### src/rtl/addsub_arbiter.sv
// Two-requester arbiter feeding one shared ripple add/subtract unit.
// A winner's operands are latched, evaluated for one cycle, and returned with a done pulse.
module addsub_arbiter #(
  parameter int WIDTH = 4,
  parameter bit FAIR  = 1'b1
) (
  input  logic             clk,
  input  logic             rst_n,
  input  logic             req0,
  input  logic             req1,
  input  logic [WIDTH-1:0] a0,
  input  logic [WIDTH-1:0] b0,
  input  logic             op0,
  input  logic [WIDTH-1:0] a1,
  input  logic [WIDTH-1:0] b1,
  input  logic             op1,
  output logic             gnt0,
  output logic             gnt1,
  output logic             done0,
  output logic             done1,
  output logic [WIDTH-1:0] res,
  output logic             res_cout,
  output logic             busy
);

  typedef enum logic [0:0] {IDLE = 1'b0, EXEC = 1'b1} state_e;

  state_e             state_q, state_d;
  logic               ptr_q, ptr_d;
  logic               win_q, win_d;
  logic [WIDTH-1:0]   a_q, a_d;
  logic [WIDTH-1:0]   b_q, b_d;
  logic               op_q, op_d;
  logic               gnt0_q, gnt0_d;
  logic               gnt1_q, gnt1_d;
  logic               done0_q, done0_d;
  logic               done1_q, done1_d;
  logic [WIDTH-1:0]   res_q, res_d;
  logic               cout_q, cout_d;
  logic               busy_q, busy_d;

  logic [WIDTH-1:0]   d_s;
  logic [WIDTH-1:0]   sum_s;
  logic [WIDTH:0]     carry_s;
  logic               sel1_s;

  // One full-adder cell: returns {carry_out, sum}.
  function automatic logic [1:0] full_add(input logic x, input logic y, input logic ci);
    return {(x & y) | (x & ci) | (y & ci), x ^ y ^ ci};
  endfunction

  // Ripple chain; subtract is b + ~a + 1, so carry-out means "no borrow".
  always_comb begin
    d_s        = a_q ^ {WIDTH{op_q}};
    sum_s      = {WIDTH{1'b0}};
    carry_s    = {(WIDTH+1){1'b0}};
    carry_s[0] = op_q;
    for (int i = 0; i < WIDTH; i++) begin
      {carry_s[i+1], sum_s[i]} = full_add(d_s[i], b_q[i], carry_s[i]);
    end
  end

  // Requester 1 wins when alone, or when both ask and the round-robin pointer names it.
  always_comb begin
    if (req1 && (!req0 || ((FAIR == 1'b1) && ptr_q))) begin
      sel1_s = 1'b1;
    end else begin
      sel1_s = 1'b0;
    end
  end

  // Next-state and output decode; pulses default low every cycle.
  always_comb begin
    state_d = state_q;
    ptr_d   = ptr_q;
    win_d   = win_q;
    a_d     = a_q;
    b_d     = b_q;
    op_d    = op_q;
    res_d   = res_q;
    cout_d  = cout_q;
    gnt0_d  = 1'b0;
    gnt1_d  = 1'b0;
    done0_d = 1'b0;
    done1_d = 1'b0;
    busy_d  = 1'b0;
    case (state_q)
      IDLE: begin
        if (req0 || req1) begin
          win_d   = sel1_s;
          a_d     = sel1_s ? a1 : a0;
          b_d     = sel1_s ? b1 : b0;
          op_d    = sel1_s ? op1 : op0;
          gnt0_d  = ~sel1_s;
          gnt1_d  = sel1_s;
          busy_d  = 1'b1;
          state_d = EXEC;
        end else begin
          state_d = IDLE;
        end
      end
      EXEC: begin
        res_d   = sum_s;
        cout_d  = carry_s[WIDTH];
        done0_d = ~win_q;
        done1_d = win_q;
        if (FAIR == 1'b1) begin
          ptr_d = ~ptr_q;
        end else begin
          ptr_d = 1'b0;
        end
        state_d = IDLE;
      end
      default: begin
        state_d = IDLE;
      end
    endcase
  end

  // State, operand and output registers.
  always_ff @(posedge clk or negedge rst_n) begin
    if (!rst_n) begin
      state_q <= IDLE;
      ptr_q   <= 1'b0;
      win_q   <= 1'b0;
      a_q     <= {WIDTH{1'b0}};
      b_q     <= {WIDTH{1'b0}};
      op_q    <= 1'b0;
      gnt0_q  <= 1'b0;
      gnt1_q  <= 1'b0;
      done0_q <= 1'b0;
      done1_q <= 1'b0;
      res_q   <= {WIDTH{1'b0}};
      cout_q  <= 1'b0;
      busy_q  <= 1'b0;
    end else begin
      state_q <= state_d;
      ptr_q   <= ptr_d;
      win_q   <= win_d;
      a_q     <= a_d;
      b_q     <= b_d;
      op_q    <= op_d;
      gnt0_q  <= gnt0_d;
      gnt1_q  <= gnt1_d;
      done0_q <= done0_d;
      done1_q <= done1_d;
      res_q   <= res_d;
      cout_q  <= cout_d;
      busy_q  <= busy_d;
    end
  end

  assign gnt0     = gnt0_q;
  assign gnt1     = gnt1_q;
  assign done0    = done0_q;
  assign done1    = done1_q;
  assign res      = res_q;
  assign res_cout = cout_q;
  assign busy     = busy_q;

endmodule

### config.mk
export PLATFORM = sky130hd
export DESIGN_NAME = addsub_arbiter
export DESIGN_NICKNAME = d
export VERILOG_FILES = /design/src/rtl/addsub_arbiter.sv
export SDC_FILE = /design/constraint.sdc
export NUM_CORES = 1
export LEC_CHECK = 0
export CORE_UTILIZATION = 35
export DETAILED_ROUTE_END_ITERATION = 10
export SLEW_MARGIN = 20
export SYNTH_ARGS = -nofsm -noshare
export SYNTH_HDL_FRONTEND = slang
export SYNTH_SLANG_ARGS = --single-unit
### constraint.sdc
create_clock -name clk -period 6.6 [get_ports clk]
set_input_delay 1.98 -clock clk [delete_from_list [all_inputs] [get_ports clk]]
set_output_delay 1.98 -clock clk [all_outputs]
set_load 0.05 [all_outputs]
==> results.json, run 1 <==
{
  "critPathKind": "reg2out",
  "post_route_cells_drive_above_1_share": 0.185,
  "setup-violations-final": 0,
  "post_synth_instance_area_um2": 971,
  "syn2layout_area_growth_pct": 37.9,
  "hold_slack_ns": 0.449,
  "fin_crit_sh": 0.592,
  "root_buffer": "clkbuf_4",
  "postLayoutCoreUtil": 0.526,
  "layout_commonest_cell": "clkdlybuf4s50_1",
  "slew_headroom": 0.380,
  "ys.warnings.count": 0,
  "globalRoute.totalOverflow": 0,
  "io-pin-count": 32,
  "cts_hold_buffers": 0,
  "finalNonFillerCells": 138,
  "detailedPlace.worstSlack_ns": 3.04,
  "crit_path_cell_trace": "clkdlybuf4s50_1",
  "fill_cells": 230,
  "post_synth_inst_count": 74,
  "insertedDiodeCount": 0,
  "vias_per_cell": 4.84,
  "path_buf_inv": 1,
  "max_stage_delay_ns": 0.91,
  "dpl-instance-area_um2": 1310,
  "routed_wirelength_um": 1760,
  "max-cap-violations": 0,
  "adder_cell_fraction_of_synth_area": 0.0619,
  "cts.htree.levels": 1,
  "mostFrequentLayoutCells": "31 x clkdlybuf4s50_1, 21 x dfrtp_1, 7 x a221o_2",
  "worst_clk_skew_ns": 0.00417,
  "die_width_um": 54.7,
  "synth-compound-area-share": 0.160,
  "dieArea_um2": 2990,
  "port-buffer-count": 31,
  "reg2reg_to": "res[3]",
  "chipHeight_um": 54.7,
  "starting_density": 0.382,
  "peakVddDrop_mv": 0.286,
  "hp-class": "reg2reg",
  "post-synth-top-area-cell": "dfrtp_1",
  "drc": 0,
  "fp-row-count": 18,
  "number_of_global_route_vias_before_repair": 678,
  "yosys.area_share.simple": 0.101,
  "final_critical_path_setup_slack_ns": 2.70,
  "arrival_ns": 1.92,
  "synth_cell_types": 23,
  "final-hold-violation-count": 0,
  "detailedRoute.firstIterationViolations": 10,
  "rr_startpoint": "a_q[0]",
  "cts_buffers": 3,
  "worst-slew-pin-transition_ns": 0.927,
  "synth_top_area_share": 0.541,
  "tritoncts": "yes",
  "worst_ep_required_time_ns": 4.62,
  "worstHoldStart": "win_q",
  "ys_seq_elements": 21,
  "hold_depth": 1,
  "cts-resized-gates": 0,
  "dpl.hpwl_um": 1350,
  "rsz_0062_raised_after_global_routing": "false",
  "clock_insertion_delay_worst_skew_ns": 0.30,
  "setup_total_negative_slack_ns": 0,
  "largest_family_of_logic_cells_by_synthesized_area": "compound AO/OA/AOI/OAI gates",
  "antenna_found_initial": 0,
  "cpMaxStageDelayCell": "clkdlybuf4s50_1",
  "status": "complete, no violations",
  "cp-end-kind": "output port",
  "worst_hold_endpoint": "done0",
  "drt-pass1-iter-count": 3,
  "rrSetupSlack_ns": 4.40,
  "power_leakage_nw": 0.578,
  "critPathLaunchType": "flip-flop",
  "via_count": 668,
  "cts_sinks": 21,
  "clk_pin_slew_ns": 0.11,
  "maximum_number_of_pins_on_one_net_before_global_route_repair": 22,
  "gpl.final_weighted_congestion": 0.665,
  "finalCriticalPeriod_ns": 3.90,
  "track_usage": 0.152,
  "synth_fp_nets": 99,
  "crit_fanout": 13,
  "critPathTopFamily": "buffers and inverters",
  "synth_xor_xnor_area_share": 0.0451,
  "p_total_mw": 0.502,
  "cts_max_path_buffers": 2,
  "place_inst": 134,
  "fin_nets": 134,
  "cts_setup_buffers": 0,
  "average_routed_wire_per_standard_cell_um": 12.7,
  "drv_slew": 0,
  "mean_instance_size_in_the_synthesized_netlist_um2": 13.1,
  "r2r.worst_path.cells": 7,
  "leading_post_synthesis_cells_by_cell_area": "dfrtp_1 54%, a221o_2 8.1%, fa_1 6.2%",
  "wire_length_of_the_first_global_routing_pass_um": 3050,
  "fin_area_um2": 1340,
  "synth.mux.area_fraction": 0.0567,
  "core_region_area_um2": 2540,
  "power_density_nw_per_um2": 375,
  "fmax_mhz": 256,
  "synth.yosys.seq_area_share": 0.541,
  "route.antenna.remaining_nets": 0
}
power breakdown:
part	internal (mW)	switching (mW)	leakage, nW
combinational	0.109	0.133	0.306
clock	0.0226	0.0370	0.0177
sequential	0.169	0.0317	0.255
synth_stat cells, drive strengths merged:
library cell and n:
buf 1, inv 7, mux2 4, and2 7, a21o 1, a221o 7, xnor2 2, and2b 1
fa 3, a21oi 3, mux2i 1, a211oi 1, o21ai 2, nor2b 1, dfrtp 21, nand2b 1
nor3 1, nor2 4, o21bai 1, xor2 3, a31oi 2
how the worst max path moves through the flow:
stage                     startpoint      to  slack (ns)  cells past startpoint
final                           busy    busy        2.70                      1
after global routing            busy    busy        2.61                      1
after CTS                       busy    busy        2.67                      1
after detailed placement        busy    busy        3.04                      1
after global placement          busy    busy        3.02                      1
after floorplan                 req0  a_q[0]        3.90                      3
cell families after synthesis:
family | count (synthesis)
buffers and inverters | 8
adder cells (fa/ha/maj) | 3
flip-flops | 21
multiplexers | 5
AO/OA/AOI/OAI | 17
XOR/XNOR | 5
AND/OR/NAND/NOR | 15
metal layers:
metal	routed length, µm	GRT usage	up-vias
met5	0	0	-
met4	15	0.0385	0
met3	85	0.0500	2
met2	855	0.253	23
met1	798	0.186	319
li1	-	-	324
registers in the layout (all words and copies together), names as in the netlist:
| signal | cells |
|---|---|
| ptr_q | 1 |
| done0 | 1 |
| res | 4 |
| a_q | 4 |
| gnt1 | 1 |
| busy | 1 |
| res_cout | 1 |
| op_q | 1 |
| win_q | 1 |
| gnt0 | 1 |
| b_q | 4 |
| done1 | 1 |
cell type report:
class | instances | area [µm²] | share of cell area
inverters | 7 | 26.3 | 0.0196
flip-flops and latches | 21 | 526 | 0.393
clock inverters | 1 | 5.00 | 0.00374
multi-input cells | 45 | 412 | 0.307
clock buffers | 3 | 22.5 | 0.0168
well taps | 30 | 37.5 | 0.0280
repair buffers | 31 | 310 | 0.232
(Power assumes the default switching activity.)
==> run 2: changes to the inputs <==
--- a/config.mk
+++ b/config.mk
@@ -7,6 +7,7 @@
 export LEC_CHECK = 0
 export CORE_UTILIZATION = 35
 export DETAILED_ROUTE_END_ITERATION = 10
+export PLACE_DENSITY = 0.66
 export SLEW_MARGIN = 20
 export SYNTH_ARGS = -nofsm -noshare
 export SYNTH_HDL_FRONTEND = slang
==> constraint.sdc (replaced) <==
create_clock -name clk -period 3.59 [get_ports clk]
set_input_delay 1.077 -clock clk [delete_from_list [all_inputs] [get_ports clk]]
set_output_delay 1.077 -clock clk [all_outputs]
set_load 0.05 [all_outputs]
==> results.json, run 2 (synthesis results as in run 1) <==
{
  "multi_input_area_um2": 412,
  "cts-resized-gates": 0,
  "globalRoute.totalOverflow": 0,
  "fin_crit_sh": 0.825,
  "rrSetupSlack_ns": 1.39,
  "port-buffer-count": 31,
  "number_of_global_route_vias_before_repair": 636,
  "pwr-share-clk": 0.117,
  "io-pin-count": 32,
  "cts_hold_buffers": 0,
  "clock_insertion_delay_worst_skew_ns": 0.29,
  "layout_commonest_cell": "clkdlybuf4s50_1",
  "insertedDiodeCount": 0,
  "max_stage_delay_ns": 0.90,
  "cts_buffers": 3,
  "core_region_area_um2": 2540,
  "routed_wirelength_um": 1710,
  "die_width_um": 54.7,
  "rr_startpoint": "a_q[0]",
  "route.antenna.remaining_nets": 0,
  "path_buf_inv": 1,
  "vias_per_cell": 4.96,
  "net-switching-power_mw": 0.367,
  "comb_power_share": 0.483,
  "worst_ep_required_time_ns": 2.51,
  "fin_area_um2": 1340,
  "cts_setup_buffers": 0,
  "average_routed_wire_per_standard_cell_um": 12.4,
  "rsz_0062_raised_after_global_routing": "false",
  "slew_headroom": 0.405,
  "tritoncts": "yes",
  "cpMaxStageDelayCell": "clkdlybuf4s50_1",
  "worstHoldStart": "win_q",
  "critical_path_cell_count": 1,
  "crit_path_cell_trace": "clkdlybuf4s50_1",
  "power_leakage_nw": 0.576,
  "maximum_number_of_pins_on_one_net_before_global_route_repair": 22,
  "drc": 0,
  "cp-end-kind": "output port",
  "crit_fanout": 13,
  "arrival_ns": 1.89,
  "drv_slew": 0,
  "crit_path_end": "busy",
  "setup-violations-final": 0,
  "post_route_cells_drive_above_1_share": 0.176,
  "setup_total_negative_slack_ns": 0,
  "root_buffer": "clkbuf_4",
  "worst-slew-pin-transition_ns": 0.889,
  "sw_frac_of_total": 0.399,
  "p_int_mw": 0.553,
  "final-hold-violation-count": 0,
  "track_usage": 0.139,
  "gpl.final_weighted_congestion": 0.679,
  "dieArea_um2": 2990,
  "mostFrequentLayoutCells": "31 x clkdlybuf4s50_1, 21 x dfrtp_1, 7 x a221o_2",
  "cts_sinks": 21,
  "power_density_nw_per_um2": 689,
  "detailedRoute.firstIterationViolations": 7,
  "critPathLaunchType": "flip-flop",
  "dpl-instance-area_um2": 1310,
  "reg2reg_to": "res[3]",
  "critPathTopFamily": "buffers and inverters",
  "peakVddDrop_mv": 0.448,
  "fmax_mhz": 337,
  "dpl.hpwl_um": 1320,
  "via_count": 685,
  "seqPwrFrac": 0.400,
  "final-seq-area_um2": 526,
  "drt-pass1-iter-count": 4,
  "syn2layout_area_growth_pct": 37.8,
  "chipHeight_um": 54.7,
  "wire_length_of_the_first_global_routing_pass_um": 2850,
  "clk_pin_slew_ns": 0.10,
  "worst_clk_skew_ns": 0.00568,
  "cp-startpoint": "busy",
  "fin_nets": 134,
  "fill_cells": 231,
  "cts_max_path_buffers": 2,
  "fp-row-count": 18,
  "finalCriticalPeriod_ns": 2.96,
  "status": "complete, no violations",
  "hp-class": "reg2reg",
  "cts.htree.levels": 1,
  "antenna_found_initial": 0,
  "max-cap-violations": 0,
  "critPathKind": "reg2out",
  "starting_density": 0.382,
  "r2r.worst_path.cells": 7
}
==> run 2: power groups by stage <==
stage	Sequential [mW]	Combinational (mW)	Clock (mW)
floorplan	0.491	0.182	0
global placement	0.372	0.442	0
detailed placement	0.375	0.447	0
CTS	0.370	0.450	0.114
global route	0.376	0.488	0.123
finish	0.368	0.445	0.108
==> run 2: layout make-up <==
type,instances,share of cell area
Inverter,7,0.0196
Multi-Input combinational cell,45,0.308
Timing Repair Buffer,31,0.232
Tap cell,30,0.0281
Clock buffer,4,0.0196
Sequential cell,21,0.393
==> run 2: per-layer routing <==
layer | part of all wire | up-vias | wire length (µm) | GRT usage
met5 | 0 | - | 0 | 0
met4 | 0.0053 | 0 | 9 | 0.0513
met3 | 0.035 | 2 | 59 | 0.0250
met2 | 0.50 | 17 | 861 | 0.225
met1 | 0.45 | 344 | 775 | 0.184
li1 | - | 322 | - | -
==> run 2: worst min path at each step <==
| stage | endpoint | slack (ns) | cells past startpoint |
|---|---|---|---|
| final | done0 | 0.46 | 1 |
| after global routing | done0 | 0.48 | 1 |
| after CTS | done0 | 0.46 | 1 |
| after detailed placement | done0 | 0.45 | 1 |
| after global placement | done0 | 0.43 | 1 |
| after floorplan | done0 | 0.42 | 1 |
==> run 2: metrics by stage <==
step                power, mW  std cells  setup slack, ns  utilization  hold slack, ns
floorplan               0.673         74             1.50            -           0.418
detailed placement      0.822        134            0.934        0.515           0.450
global route            0.987        138            0.546        0.526           0.476
global placement        0.814        134            0.941        0.515           0.432
finish                  0.921        138            0.627        0.526           0.459
CTS                     0.934        138            0.595        0.526           0.465
